===== src/rtl/cmp_seq_ctrl_if.sv =====
// rtl/cmp_seq_ctrl_if.sv - request/result bundle between a datapath and cmp_seq_ctrl
//
// Signals:
//   start       request strobe from the datapath
//   a, b        W-bit unsigned operands, captured when start is accepted
//   busy        controller is not idle
//   done        one-cycle pulse, result valid
//   agt/aeq/alt registered result flags (A>B, A==B, A<B)
//
// Modports:
//   master - requesting datapath (drives start/a/b)
//   slave  - cmp_seq_ctrl (drives busy/done/result flags)
interface cmp_seq_ctrl_if #(
  parameter int W = 16
) ();

  logic         start;
  logic [W-1:0] a;
  logic [W-1:0] b;
  logic         busy;
  logic         done;
  logic         agt;
  logic         aeq;
  logic         alt;

  modport master (
    output start, a, b,
    input  busy, done, agt, aeq, alt
  );

  modport slave (
    input  start, a, b,
    output busy, done, agt, aeq, alt
  );

endinterface


===== src/rtl/cmp_seq_ctrl.sv =====
// rtl/cmp_seq_ctrl.sv - wide unsigned compare by time-multiplexing one N-bit cascaded comparator
//
// agtb_n: N-bit magnitude comparator slice with cascade inputs.
//   a, b          N-bit chunk operands
//   agtbi, aeqbi  flags from the more significant chunks
//   agtbo, aeqbo  flags including this chunk
//
// cmp_seq_ctrl: walks the operands MSB chunk first, one chunk per cycle,
// stopping at the first unequal chunk.
//   clk   single clock, rising edge
//   rst   synchronous, active-high reset
//   bus   cmp_seq_ctrl_if slave (start/a/b in; busy/done/agt/aeq/alt out)
module agtb_n #(
  parameter int N = 4
) (
  input  logic [N-1:0] a,
  input  logic [N-1:0] b,
  input  logic         agtbi,
  input  logic         aeqbi,
  output logic         agtbo,
  output logic         aeqbo
);

  // A more significant chunk that already decided "greater" wins; this
  // chunk only matters while everything above it was equal.
  assign agtbo = agtbi | (aeqbi & (a > b));
  assign aeqbo = aeqbi & (a == b);

endmodule

module cmp_seq_ctrl #(
  parameter int W = 16,
  parameter int N = 4
) (
  input  logic           clk,
  input  logic           rst,
  cmp_seq_ctrl_if.slave  bus
);

  localparam int C  = W / N;
  localparam int IW = (C > 1) ? $clog2(C) : 1;

  typedef enum logic [1:0] {
    IDLE = 2'd0,
    RUN  = 2'd1,
    DONE = 2'd2
  } state_t;

  state_t        state;
  logic [W-1:0]  a_r;
  logic [W-1:0]  b_r;
  logic [IW-1:0] idx;
  logic          gt_p;
  logic          eq_p;

  logic          busy_r;
  logic          done_r;
  logic          agt_r;
  logic          aeq_r;
  logic          alt_r;

  logic [N-1:0]  slice_a;
  logic [N-1:0]  slice_b;
  logic          slice_gt;
  logic          slice_eq;

  // Chunk select as an explicit mux so only valid chunk positions are
  // reachable even when C is not a power of two.
  always_comb begin
    slice_a = '0;
    slice_b = '0;
    for (int i = 0; i < C; i++) begin
      if (idx == IW'(i)) begin
        slice_a = a_r[i*N +: N];
        slice_b = b_r[i*N +: N];
      end
    end
  end

  agtb_n #(.N(N)) u_slice (
    .a     (slice_a),
    .b     (slice_b),
    .agtbi (gt_p),
    .aeqbi (eq_p),
    .agtbo (slice_gt),
    .aeqbo (slice_eq)
  );

  always_ff @(posedge clk) begin
    if (rst) begin
      state  <= IDLE;
      a_r    <= '0;
      b_r    <= '0;
      idx    <= '0;
      gt_p   <= 1'b0;
      eq_p   <= 1'b1;
      busy_r <= 1'b0;
      done_r <= 1'b0;
      agt_r  <= 1'b0;
      aeq_r  <= 1'b0;
      alt_r  <= 1'b0;
    end else begin
      case (state)
        IDLE: begin
          done_r <= 1'b0;
          if (bus.start) begin
            a_r    <= bus.a;
            b_r    <= bus.b;
            idx    <= IW'(C - 1);
            gt_p   <= 1'b0;
            eq_p   <= 1'b1;
            busy_r <= 1'b1;
            state  <= RUN;
          end
        end

        RUN: begin
          gt_p <= slice_gt;
          eq_p <= slice_eq;
          // Once a chunk differs, lower chunks cannot change the outcome.
          if (idx == '0 || !slice_eq) begin
            agt_r  <= slice_gt;
            aeq_r  <= slice_eq;
            alt_r  <= ~slice_gt & ~slice_eq;
            done_r <= 1'b1;
            state  <= DONE;
          end else begin
            idx <= idx - 1'b1;
          end
        end

        DONE: begin
          done_r <= 1'b0;
          busy_r <= 1'b0;
          state  <= IDLE;
        end

        default: begin
          done_r <= 1'b0;
          busy_r <= 1'b0;
          state  <= IDLE;
        end
      endcase
    end
  end

  assign bus.busy = busy_r;
  assign bus.done = done_r;
  assign bus.agt  = agt_r;
  assign bus.aeq  = aeq_r;
  assign bus.alt  = alt_r;

endmodule


===== src/flat_wrapper.sv =====
// flat-port wrapper written by rule: the top's interface ports become plain ports
module cmp_seq_ctrl_flat 
#(
  parameter int W = 16,
  parameter int N = 4
)
  (clk, rst, bus_start, bus_a, bus_b, bus_busy, bus_done, bus_agt, bus_aeq, bus_alt);
  cmp_seq_ctrl_if #(.W(W)) bus_i ();
  input  logic clk;
  input  logic rst;
  input wire logic [$bits(bus_i.start)-1:0] bus_start;
  input wire logic [$bits(bus_i.a)-1:0] bus_a;
  input wire logic [$bits(bus_i.b)-1:0] bus_b;
  output wire logic [$bits(bus_i.busy)-1:0] bus_busy;
  output wire logic [$bits(bus_i.done)-1:0] bus_done;
  output wire logic [$bits(bus_i.agt)-1:0] bus_agt;
  output wire logic [$bits(bus_i.aeq)-1:0] bus_aeq;
  output wire logic [$bits(bus_i.alt)-1:0] bus_alt;
  assign bus_i.start = bus_start;
  assign bus_i.a = bus_a;
  assign bus_i.b = bus_b;
  assign bus_busy = bus_i.busy;
  assign bus_done = bus_i.done;
  assign bus_agt = bus_i.agt;
  assign bus_aeq = bus_i.aeq;
  assign bus_alt = bus_i.alt;
  cmp_seq_ctrl #(.W(W), .N(N)) u_core (.clk(clk), .rst(rst), .bus(bus_i));
endmodule

===== config.mk =====
export PLATFORM = sky130hd
export DESIGN_NAME = cmp_seq_ctrl_flat
export DESIGN_NICKNAME = d
export VERILOG_FILES = /design/src/rtl/cmp_seq_ctrl_if.sv /design/src/rtl/cmp_seq_ctrl.sv /design/src/flat_wrapper.sv
export SDC_FILE = /design/constraint.sdc
export NUM_CORES = 1
export LEC_CHECK = 0
export ABC_CLOCK_PERIOD_IN_PS = 2500
export CORE_AREA = 3 3 60 84
export CTS_CLUSTER_DIAMETER = 80
export DETAILED_ROUTE_END_ITERATION = 12
export DIE_AREA = 0 0 63 87
export HOLD_SLACK_MARGIN = 0.08
export PLACE_DENSITY = 0.8
export SYNTH_ARGS = -nofsm -noshare
export SYNTH_HDL_FRONTEND = slang
export SYNTH_HIERARCHICAL = 1
export SYNTH_SLANG_ARGS = --single-unit

===== constraint.sdc =====
create_clock -name clk -period 2.5 [get_ports clk]
set_input_delay 0.75 -clock clk [delete_from_list [all_inputs] [get_ports clk]]
set_output_delay 0.75 -clock clk [all_outputs]
set_load 0.01 [all_outputs]

==> qor.txt, run 1 <==
DRT antenna net count: 0
die area: 5480 um2
period utilization: 1.01
DP Worst Slack: -148 ps
final worst slack: -35.9 ps
Setup CP Type: flop to flop
DIE WIDTH: 63 um
starting density of the core: 0.454
Worst Path Required: 2700 ps
Yosys cell types: 29
Startpoint Class: flop
ANT cells: 0
count of final hold-check violations: 0
total grt overflow: 0
Pre-Repair DR Iteration Count: 4
Layout Skew: 7.30 ps
Cell Area, Placed: 2400 um2
total number of vias: 1825
RSZ-0062 raised after global routing: true
NumNets Final: 333
Core Box Area: 4310 um2
DRC viols: 0
post-synthesis sequential area ratio: 0.440
placed insts: 336
Final setup viols: 3
PortBufs: 39
Slew Viols, Final: 0
CP Capture Type: flop
Slew @ Worst Pin: 557 ps
compound-cell area share of the yosys netlist: 0.194
Hold WS: 462 ps
vias in the first global route: 1657
Sink Count: 43
Die Y: 87 um
FP Rows: 28
I/O pins: 40
Max Cap Violations: 0
initial DRC count: 98
initial antenna violation count: 0
CTS root buffer: clkbuf_8
main combinational cell family by area after synthesis: simple AND/OR/NAND/NOR gates
mux cell area share after synthesis: 0
worst-case clock buffer depth: 2
post-synthesis area per instance: 8.06 um2
WP buf/inv: 3
CTS Buf Count: 5
failing checks: negative setup slack
relative max-transition margin: 0.628
leakage power: 1.04 nW
CP delay by family, top: simple AND/OR/NAND/NOR gates
share of synthesized cell area in full adder, half adder and majority cells: 0.0511
P&R area growth vs syn: 38.3%
Synth warnings: 6
first-pass GRT wire length: 7420 um
hpwl dp: 3130 um
Worst path max stage delay: 390 ps
fmax: 0.394 GHz
GP Congestion: 0.868
Syn Inst Count: 243
CTS tree: yes
post-synthesis simple-gate area fraction: 0.243
peak supply drop: 0.000363 V
drt total wl: 4970 um
CP Cell Sequence: inv_4, ha_4, nor2b_4, buf_6, a221oi_2, o31ai_1, inv_1, ha_4, nand4_1, nor2_2, and4bb_4, nor2_2, a221oi_2
Syn Nets: 286
CP arrival: 2740 ps
CP max-delay cell: dfxtp_2
hold crit path type: flop to flop
Synth Area in XOR/XNOR: 0
#FFs+latches synth: 43
H-tree Lvls: 2
GR Util All Layers: 0.171
outcome: finished, violations left
largest net degree at the start of global routing: 44
share of post-route cells with drive strength above 1: 0.172
Final min period: 2540 ps
clk_lat worst skew: 290 ps
non-filler cells, final: 351
clock slew at reported path FFs: 70 ps
CP max FO: 7
hold buffers post-CTS: 0
synthesized area: 1960 um2
pwr dens: 662 nW/um2
drt via density: 5.20
wire length per cell: 14.2 um
Final Instance Area: 2710 um2
[cells in the mapped netlist]
master	n	area (um2)
nor2_1	5	18.8
o31ai_1	8	60.1
dfxtp_1	43	861
nand3_1	2	10.0
o21bai_1	1	7.51
buf_2	5	25.0
or3b_1	1	8.76
buf_1	2	7.51
nand2b_1	2	12.5
o21ai_0	2	10.0
clkbuf_1	6	22.5
buf_8	3	45.0
a211oi_1	1	7.51
ha_1	8	100
nor2b_2	1	8.76
a21oi_1	40	200
nor3_1	5	25.0
or3_1	1	6.26
a221oi_1	9	78.8
and4bb_4	1	16.3
and2b_2	1	8.76
nand2_1	73	274
nor2b_1	10	62.6
buf_6	1	11.3
nand4_1	1	6.26
o211ai_1	1	7.51
inv_1	8	30.0
nor3b_4	1	18.8
a21o_1	1	7.51
[layer usage]
metal | up-vias | share of wire | global-route usage
met3 | 13 | 0.047 | 0.0452
met2 | 55 | 0.52 | 0.294
met1 | 838 | 0.40 | 0.200
li1 | 919 | - | -
met5 | - | 0 | 0
met4 | 0 | 0.025 | 0.0743
[through the flow]
stage	utilization	setup TNS (ps)	total power, mW
CTS	0.604	0	1.73
global route	0.628	-770	1.88
detailed placement	0.556	-448	1.22
finish	0.628	-69.2	1.79
floorplan	-	0	1.07
global placement	0.556	-100	1.21
[sequential cells by signal, indices dropped and copies added (netlist names)]
name / flops
u_core/bus.done: 1
u_core/bus.aeq: 1
u_core/idx: 2
u_core/bus.agt: 1
u_core/b_r: 16
u_core/bus.busy: 1
u_core/a_r: 16
u_core/state: 2
u_core/eq_p: 1
u_core/bus.alt: 1
u_core/gt_p: 1
[kinds of logic after synthesis]
kind of cell / Yosys count
DFF: 43
and+or+nand+nor: 104
adders and majority gates: 8
buffers and inverters: 25
AOI/OAI and AO/OA: 63
[cell usage in the layout, fill, tap and decap left out, types with 5 or more instances in the layout]
master and count:
a21oi_1 40, a221oi_2 7, buf_4 15, clkbuf_8 7, clkdlybuf4s50_1 39, dfxtp_1 41, inv_1 6, nand2_1 73
nor2b_1 9, nor3_1 5, o31ai_1 7
[final cells by class]
cell class,instances,area (um2)
clock buffer,8,100
tap,60,75.1
fill,369,1600
multi-input combinational,175,1090
inverter,8,37.5
timing repair buffer,57,537
sequential,43,866
[report_power, final]
group | total, mW | internal [mW] | switching, mW
Sequential | 0.794 | 0.743 | 0.0510
Clock | 0.472 | 0.252 | 0.220
Combinational | 0.527 | 0.272 | 0.255
Total | 1.79 | 1.27 | 0.526
[worst min-delay path: cells and delay by family (launching register included)]
family          cells  cell delay (ps)
simple gates        1               50
flops               1              310
compound gates      1               50
[repair_timing]
item                       in CTS  in global routing
pin swaps                       8                 10
setup buffers                   3                  4
gates resized for setup        19                 13
setup endpoints to repair       5                  6
[worst paths after layout]
check | start | end | slack, ps | cells past startpoint
max | u_core/idx[1] | u_core/idx[1] | -40 | 13
min | u_core/a_r[15] | u_core/a_r[15] | 460 | 2
max reg2reg | u_core/idx[1] | u_core/idx[1] | -40 | 13
min reg2reg | u_core/a_r[15] | u_core/a_r[15] | 460 | 2
No activity file was read; power rests on OpenSTA's default activity.
==> run 2: changes to the inputs <==
Settings changed: REMOVE_ABC_BUFFERS set to 1.
==> qor.txt, run 2 (synthesis results as in run 1) <==
worst-case clock buffer depth: 2 (unchanged)
Hold Crit Endpoint: u_core/a_r[8]
Total Power: 1.95 mW (+8.6%)
CTS root buffer: clkbuf_8
CP max FO: 8 (+1)
total grt overflow: 0 (unchanged)
hpwl dp: 2910 um (-7.1%)
relative max-transition margin: 0.704 (+0.0752)
Startpoint Class: flop
Max Cap Violations: 0 (unchanged)
CP Capture Type: flop
R2R cell count: 13 (unchanged)
hold crit path type: flop to flop
initial antenna violation count: 0 (unchanged)
share of post-route cells with drive strength above 1: 0.206 (+0.0338)
Util after Layout: 0.644 (+0.0157)
commonest non-fill, non-tap cell in the layout: nand2_1
min-delay src: u_core/a_r[8]
vias in the first global route: 1728 (+4.3%)
Worst setup startpoint: u_core/idx[0]
Layout Skew: 6.59 ps (-0.705 ps)
fmax: 0.377 GHz (-4.5%)
leakage power: 1.05 nW (+0.94%)
I/O pins: 40 (unchanged)
non-filler cells, final: 347 (-1.1%)
Setup CP Type: flop to flop
WHS Path Cells: 2 (unchanged)
most frequent cells in the layout: 73 x nand2_1, 41 x dfxtp_1, 39 x clkdlybuf4s50_1
Slew @ Worst Pin: 445 ps (-113 ps)
DRC viols: 0 (unchanged)
final worst slack: -155 ps (-119 ps)
RR Startpoint: u_core/idx[0]
Die Y: 87 um (unchanged)
placed insts: 334 (-0.60%)
CTS tree: yes
NumNets Final: 329 (-1.2%)
GP Congestion: 0.803 (-7.5%)
peak supply drop: 0.000505 V (+39%)
outcome: finished, violations left
RSZ-0062 raised after global routing: true
drt via density: 5.24 (+0.82%)
period utilization: 1.06 (+0.0477)
DIE WIDTH: 63 um (unchanged)
clock slew at reported path FFs: 80 ps (about the same)
GR Util All Layers: 0.169 (-0.00237)
count of final hold-check violations: 0 (unchanged)
ANT cells: 0 (unchanged)
Core Box Area: 4310 um2 (unchanged)
fillers: 355 (-3.8%)
wire length per cell: 13.5 um (-4.5%)
Pre-Repair DR Iteration Count: 4 (unchanged)
CP arrival: 2860 ps (+120 ps)
Final setup viols: 5 (+2)
Sink Count: 43 (unchanged)
first-pass GRT wire length: 7480 um (+0.74%)
P&R area growth vs syn: 41.7%
Final min period: 2660 ps (+119 ps)
R2R Setup Slk: -160 ps (-120 ps)
R2R Path End: u_core/idx[1]
H-tree Lvls: 2 (unchanged)
CTS Buf Count: 5 (unchanged)
Slew Viols, Final: 0 (unchanged)
pwr dens: 701 nW/um2 (+6.0%)
failing checks: negative setup slack
PortBufs: 39 (unchanged)
FP Rows: 28 (unchanged)
total number of vias: 1819 (-0.33%)
Worst Path Required: 2710 ps (about the same)
largest net degree at the start of global routing: 44 (unchanged)
DP Worst Slack: -162 ps (-14.0 ps)
initial DRC count: 67 (-32%)
hold buffers post-CTS: 0 (unchanged)
Fin Setup TNS: -620 ps (-551 ps)
clk_lat worst skew: 300 ps (about the same)
DRT antenna net count: 0 (unchanged)
die area: 5480 um2 (unchanged)
drt total wl: 4690 um (-5.6%)
starting density of the core: 0.454 (unchanged)
top flop regs: u_core/a_r: 16 flops, u_core/b_r: 16 flops
[run 2: cell types whose count changed in the layout (fill, tap and decap cells not counted), sizes merged]
cell | previous run | this run
buf | 18 | 14
clkinv | 0 | 1
bufinv | 0 | 1
clkbuf | 8 | 6
[run 2: where the power goes]
group | internal [mW] | switching (mW) | total (mW)
Combinational | 0.317 | 0.286 | 0.603
Clock | 0.323 | 0.234 | 0.557
Sequential | 0.743 | 0.0440 | 0.787
Total | 1.38 | 0.564 | 1.95
[run 2: metal layers]
layer	track usage	part of all wire	vias to the layer above
li1	-	-	905
met1	0.186	0.41	864
met2	0.309	0.53	40
met3	0.0439	0.038	10
met4	0.0622	0.026	0
met5	0	0	-
[run 2: layout make-up]
class / instances / area [um2] / share of cell area
multi-input combinational: 175 / 1160 / 0.419
sequential: 43 / 866 / 0.312
timing repair buffer: 53 / 519 / 0.187
clock buffer: 6 / 82.6 / 0.0298
tap: 60 / 75.1 / 0.0271
clock inverter: 2 / 35.0 / 0.0126
inverter: 8 / 35.0 / 0.0126
[run 2: how the worst max path moves through the flow]
stage | to | slack, ps | cells after the start
after floorplan | u_core/idx[1] | -170 | 12
after global placement | u_core/bus.alt | -50 | 13
after detailed placement | u_core/bus.alt | -160 | 12
after CTS | u_core/bus.alt | -4 | 12
after global routing | u_core/bus.alt | -310 | 13
final | u_core/idx[1] | -160 | 13
[run 2: worst max-delay path, stage by stage, from the launching register on]
cell and delay [ps]:
dfxtp_4 380, inv_4 80, ha_4 130, nor2b_4 140
buf_6 160, a221oi_2 70, o31ai_1 300, inv_1 120
ha_4 280, nand4_1 170, nor2_2 180, and4bb_4 270
nor2_2 60, a221oi_2 220
[run 2: metrics by stage]
| step | hold slack, ps | cell area [um2] |
|---|---|---|
| 2_1_floorplan | 430 | 1850 |
| 3_3_place_gp | 444 | 2380 |
| 3_5_place_dp | 449 | 2380 |
| 4_1_cts | 459 | 2640 |
| 5_1_grt | 481 | 2780 |
| 6_report | 457 | 2780 |
[run 2: repair_timing]
action	4_1_cts	5_1_grt
pin swaps	10	13
setup endpoints to repair	5	10
buffers inserted	3	2
resized for setup	22	24
